`config.mk`:
```
export PLATFORM = sky130hd
export DESIGN_NAME = id_ex_pipe_reg
export DESIGN_NICKNAME = d
export VERILOG_FILES = /design/src/rtl/id_ex_pipe_reg.sv
export SDC_FILE = /design/constraint.sdc
export NUM_CORES = 1
export LEC_CHECK = 0
export ABC_AREA = 1
export CORE_ASPECT_RATIO = 0.5
export CORE_MARGIN = 4
export CORE_UTILIZATION = 33
export CTS_CLUSTER_SIZE = 12
export DETAILED_ROUTE_END_ITERATION = 10
export HOLD_SLACK_MARGIN = 0.08
export PLACE_DENSITY = 0.72
export SLEW_MARGIN = 20
export SYNTH_ARGS = -nofsm -noshare
export SYNTH_HDL_FRONTEND = slang
export SYNTH_SLANG_ARGS = --single-unit
```
`constraint.sdc`:
```
create_clock -name clk -period 1.73 [get_ports clk]
set_input_delay 0.4325 -clock clk [delete_from_list [all_inputs] [get_ports clk]]
set_output_delay 0.4325 -clock clk [all_outputs]
set_load 0.01 [all_outputs]
```
`src/rtl/id_ex_pipe_reg.sv`:
```
// rtl/id_ex_pipe_reg.sv - ID/EX pipeline register with hold, flush and explicit valid; optional bubble counter under ID_EX_BUBBLE_CNT_EN
module id_ex_pipe_reg #(
  parameter int DATA_W = 32,
  parameter int REG_AW = 5,
  parameter int ALUC_W = 4
) (
  input  logic              clk,
  input  logic              rst_n,
  input  logic              hold,
  input  logic              flush,
  input  logic              id_valid,
  input  logic              reg_dst_i,
  input  logic              reg_write_i,
  input  logic              alu_src_i,
  input  logic              mem_read_i,
  input  logic              mem_write_i,
  input  logic              mem_to_reg_i,
  input  logic              branch_i,
  input  logic              jump_i,
  input  logic [ALUC_W-1:0] alu_ctrl_i,
  input  logic [DATA_W-1:0] pc_plus4_i,
  input  logic [DATA_W-1:0] rs_data_i,
  input  logic [DATA_W-1:0] rt_data_i,
  input  logic [DATA_W-1:0] imm_i,
  input  logic [REG_AW-1:0] rs_i,
  input  logic [REG_AW-1:0] rt_i,
  input  logic [REG_AW-1:0] rd_i,
  output logic              ex_valid,
  output logic              reg_dst_o,
  output logic              reg_write_o,
  output logic              alu_src_o,
  output logic              mem_read_o,
  output logic              mem_write_o,
  output logic              mem_to_reg_o,
  output logic              branch_o,
  output logic              jump_o,
  output logic [ALUC_W-1:0] alu_ctrl_o,
  output logic [DATA_W-1:0] pc_plus4_o,
  output logic [DATA_W-1:0] rs_data_o,
  output logic [DATA_W-1:0] rt_data_o,
  output logic [DATA_W-1:0] imm_o,
  output logic [REG_AW-1:0] rs_o,
  output logic [REG_AW-1:0] rt_o,
`ifdef ID_EX_BUBBLE_CNT_EN
  output logic [31:0]       bubble_cnt,
`endif
  output logic [REG_AW-1:0] rd_o
);

  // Pipeline entry: reset and flush both clear to a bubble; hold freezes; otherwise load.
  // Controls are gated by id_valid so a bubble never carries a side-effecting control.
  always_ff @(posedge clk) begin
    if (!rst_n || flush) begin
      ex_valid     <= 1'b0;
      reg_dst_o    <= 1'b0;
      reg_write_o  <= 1'b0;
      alu_src_o    <= 1'b0;
      mem_read_o   <= 1'b0;
      mem_write_o  <= 1'b0;
      mem_to_reg_o <= 1'b0;
      branch_o     <= 1'b0;
      jump_o       <= 1'b0;
      alu_ctrl_o   <= '0;
      pc_plus4_o   <= '0;
      rs_data_o    <= '0;
      rt_data_o    <= '0;
      imm_o        <= '0;
      rs_o         <= '0;
      rt_o         <= '0;
      rd_o         <= '0;
    end else if (!hold) begin
      ex_valid     <= id_valid;
      reg_dst_o    <= id_valid & reg_dst_i;
      reg_write_o  <= id_valid & reg_write_i;
      alu_src_o    <= id_valid & alu_src_i;
      mem_read_o   <= id_valid & mem_read_i;
      mem_write_o  <= id_valid & mem_write_i;
      mem_to_reg_o <= id_valid & mem_to_reg_i;
      branch_o     <= id_valid & branch_i;
      jump_o       <= id_valid & jump_i;
      alu_ctrl_o   <= id_valid ? alu_ctrl_i : '0;
      pc_plus4_o   <= pc_plus4_i;
      rs_data_o    <= rs_data_i;
      rt_data_o    <= rt_data_i;
      imm_o        <= imm_i;
      rs_o         <= rs_i;
      rt_o         <= rt_i;
      rd_o         <= rd_i;
    end
  end

`ifdef ID_EX_BUBBLE_CNT_EN
  // Count every edge that loads a bubble (flush, or an unstalled load of a nop); wraps naturally.
  always_ff @(posedge clk) begin
    if (!rst_n) begin
      bubble_cnt <= 32'd0;
    end else if (flush || (!hold && !id_valid)) begin
      bubble_cnt <= bubble_cnt + 32'd1;
    end
  end
`endif

endmodule

```
==> summary.log <==
[clock_tree] total clock buffers created by CTS 17
[floorplanning] row count 32
[pwr] peak supply drop 0.653 mV
[worst_setup_path] number of buffer and inverter instances along the worst setup path 1
[clock_tree] number of levels in the clock H-tree 4
[logic_synthesis] synthesized flop and latch total 156
[clock_tree] CTS tree done
[final_layout] Storage cell area 3120 µm²
[timing] maximum achievable frequency 673 MHz
[final_layout] relative area change from synthesis to final layout 70.8%
[final_layout] share of cells above drive strength 1 0.0437
[worst_setup_path] top fanout value on the critical path 2
[placed_design] number of port buffers 315
[worst_hold_path] worst hold path type primary input to flop
[final_layout] end-of-flow core utilization 0.586
[pwr] internal portion of total power 6640 µW
[pwr] combinational fraction of design power 0.114
[timing] share of the clock period used by the worst path 0.859
[worst_setup_path] data required time at the worst endpoint 1.30 ns
[routing] routed vias/inst 4.52
[routing] Antenna Violating Nets Remaining 0
[clock_tree] Reg clk slew, reported paths 0.07 ns
[final_layout] commonest cells after routing, fill and taps aside 300 x sky130_fd_sc_hd__nand2_1, 158 x sky130_fd_sc_hd__clkdlybuf4s50_1, 156 x sky130_fd_sc_hd__a21oi_1, 156 x sky130_fd_sc_hd__dfxtp_1, 136 x sky130_fd_sc_hd__dlygate4sd2_1
[global_route] total global routing track utilization 0.188
[timing] Pins Over Slew Limit 0
[timing] aggregate negative setup slack 0 ns
[clock_tree] clock tree root driver cell sky130_fd_sc_hd__clkbuf_16
[pwr] leakage power total 0.00435 µW
[floorplanning] DIE WIDTH 189 µm
[global_route] initial antenna violation count 0
[logic_synthesis] post-synthesis xor/xnor area fraction 0
[timing] actual transition at the worst max-transition pin 0.390 ns
[logic_synthesis] number of warning messages in the yosys log 0
[logic_synthesis] Netlist cell types 10
[pwr] Pwr per Cell Area 929 nW/µm²
[final_layout] leading cell type in the layout, fill and taps excluded sky130_fd_sc_hd__nand2_1
[routing] TritonRoute pass-1 iters 5
[logic_synthesis] Cell Area, Synth 5400 µm²
[final_layout] number of fillers in the final layout 1464
[placed_design] RD Place Congestion 0.778
[timing] Final Hold Vio Count 0
[routing] DRC 0
[worst_setup_path] critical path arrival 1.05 ns
[logic_synthesis] post-synthesis adder-cell area fraction 0
[clock_tree] insertion delay to the later sink of the worst-skew pair 0.40 ns
[floorplanning] die area 18600 µm²
[worst_setup_path] crit path launch type flop
[final_layout] number of nets in the layout 1132
[logic_synthesis] Post-Syn Instances 679
[logic_synthesis] share of the synthesized area in compound gates (AO/OA/AOI/OAI) 0.145
[worst_setup_path] crit-path max cell delay 0.33 ns
[pwr] switching component of the power 1930 µW
[floorplanning] die height 98.5 µm
[worst_setup_path] crit path kind flop to output port
[clock_tree] Num Clock Sinks 156
[pwr] Sw Share 0.226
[routing] 1st-iter DRT viols 258
[global_route] number of global-route vias before repair 5262
[clock_tree] maximum number of buffers from clock root to sink 2
[worst_setup_path] Top Family by Delay on Critical Path flip-flops
[global_route] overall overflow remaining after global route 0
[logic_synthesis] Seq/Total Area, Yosys 0.578
[clock_tree] setup fix buffers added after clock tree synthesis 0
[worst_setup_path] Slowest-stage cell, CP sky130_fd_sc_hd__dfxtp_1
[pwr] clock network fraction of total power 0.448
[routing] per-cell routed wire length 15.2 µm
[routing] via count 5445
[final_layout] ant diodes 0
[timing] setup repair after global routing missed its margin false
[global_route] maximum number of pins on one net before global-route repair 90
[routing] final routed wirelength across all metal layers 18300 µm
[logic_synthesis] largest family of logic cells by synthesized area simple AND/OR/NAND/NOR gates
[logic_synthesis] share of synthesized cell area in and, or, nand and nor gates 0.220
[timing] shortest period the worst path allows 1.49 ns
[logic_synthesis] average size of a mapped cell 7.95 µm²
[pwr] Flop pwr share 0.438
[worst_setup_path] sequence of cells on the critical path dlygate4sd2_1
[floorplanning] effective utilization at floorplan 0.343
[timing] headroom to the max-slew limit 0.740
[logic_synthesis] Mapped Nets 839
[global_route] wire length of the first global-routing pass 28300 µm
[final_layout] combined area of the multi-input logic cells 1980 µm²
[floorplanning] I/O pin count 316
[timing] Final Setup Violations 0
[placed_design] DP HPWL 13300 µm
[run_status] outcome completed
[worst_setup_path] type of element capturing the critical path output port
[logic_synthesis] multiplexer fraction of the synthesized cell area 0
[floorplanning] area of the core region 15700 µm²
[timing] Layout Skew 0 ns
[run] number of max-capacitance violations reported 0
-- cells by family after synthesis --
family                 after synthesis
AO/OA/AOI/OAI                      156
buffers and inverters               54
flip-flops                         156
AND/OR/NAND/NOR                    313
-- flip-flops by register name (all words and copies together), names as in the netlist --
| signal | flops |
|---|---|
| alu_src_o | 1 |
| pc_plus4_o | 32 |
| rt_o | 5 |
| mem_read_o | 1 |
| rd_o | 5 |
| branch_o | 1 |
| mem_to_reg_o | 1 |
| jump_o | 1 |
| reg_write_o | 1 |
| mem_write_o | 1 |
| ex_valid | 1 |
| reg_dst_o | 1 |
| rs_data_o | 32 |
| alu_ctrl_o | 4 |
| rt_data_o | 32 |
| rs_o | 5 |
| imm_o | 32 |
-- Yosys cell counts (all sizes together) --
master,n,area [µm²]
inv,2,7.50
buf,43,267
dfxtp,156,3120
nand2,301,1130
clkbuf,9,33.8
nand3,12,60.1
a21oi,156,781
-- area by class of cell --
type,count,area share
repair buffers,326,0.350
clock inverters,9,0.0148
flip-flops and latches,156,0.339
clock buffers,22,0.0514
multi-input cells,469,0.214
well taps,221,0.0300
inverters,2,0.00109
-- power by group through the flow --
stage          clock, µW  combinational (µW)  sequential [µW]
6_report            3840                 978             3750
5_1_grt             4130                1060             3770
4_1_cts             3950                 990             3760
3_5_place_dp           0                1050             3840
3_3_place_gp           0                1040             3830
2_1_floorplan          0                 320             3890
-- metal layers --
metal  vias up  track usage  share of wire
met1      2503        0.219           0.41
met4         0       0.0688          0.024
met2       154        0.330           0.51
met5         -            0              0
li1       2760            -              -
met3        28       0.0598          0.054
-- path summary, 6_finish.rpt --
path | startpoint | to | slack (ns) | depth (start not counted)
worst max register to register | rd_o[4]$_SDFFE_PP0N_ | rd_o[4]$_SDFFE_PP0N_ | 1.05 | 2
worst max-delay path | pc_plus4_o[31]$_SDFFE_PP0N_ | pc_plus4_o[31] | 0.24 | 1
worst min-delay path | hold | rs_data_o[6]$_SDFFE_PP0N_ | 0.45 | 4
worst min register to register | alu_ctrl_o[1]$_SDFFE_PP0N_ | alu_ctrl_o[1]$_SDFFE_PP0N_ | 0.46 | 2
-- metrics by stage --
step	setup WS [ns]	cells	power, µW	hold slack (ns)	area (µm²)
after floorplan	0.591	679	4210	0.479	5400
after global placement	0.167	1174	4880	0.442	8730
after detailed placement	0.136	1174	4890	0.455	8730
after CTS	0.0000550	1205	8700	0.432	9170
after global routing	0.173	1205	8950	0.447	9220
final	0.244	1205	8570	0.454	9220
-- repair_timing --
item,CTS,global route
endpoints found under the setup margin,136,20
hold buffers,0,0
gates resized for setup,136,20
gates cloned,0,0
No activity file was read; power rests on OpenSTA's default activity.
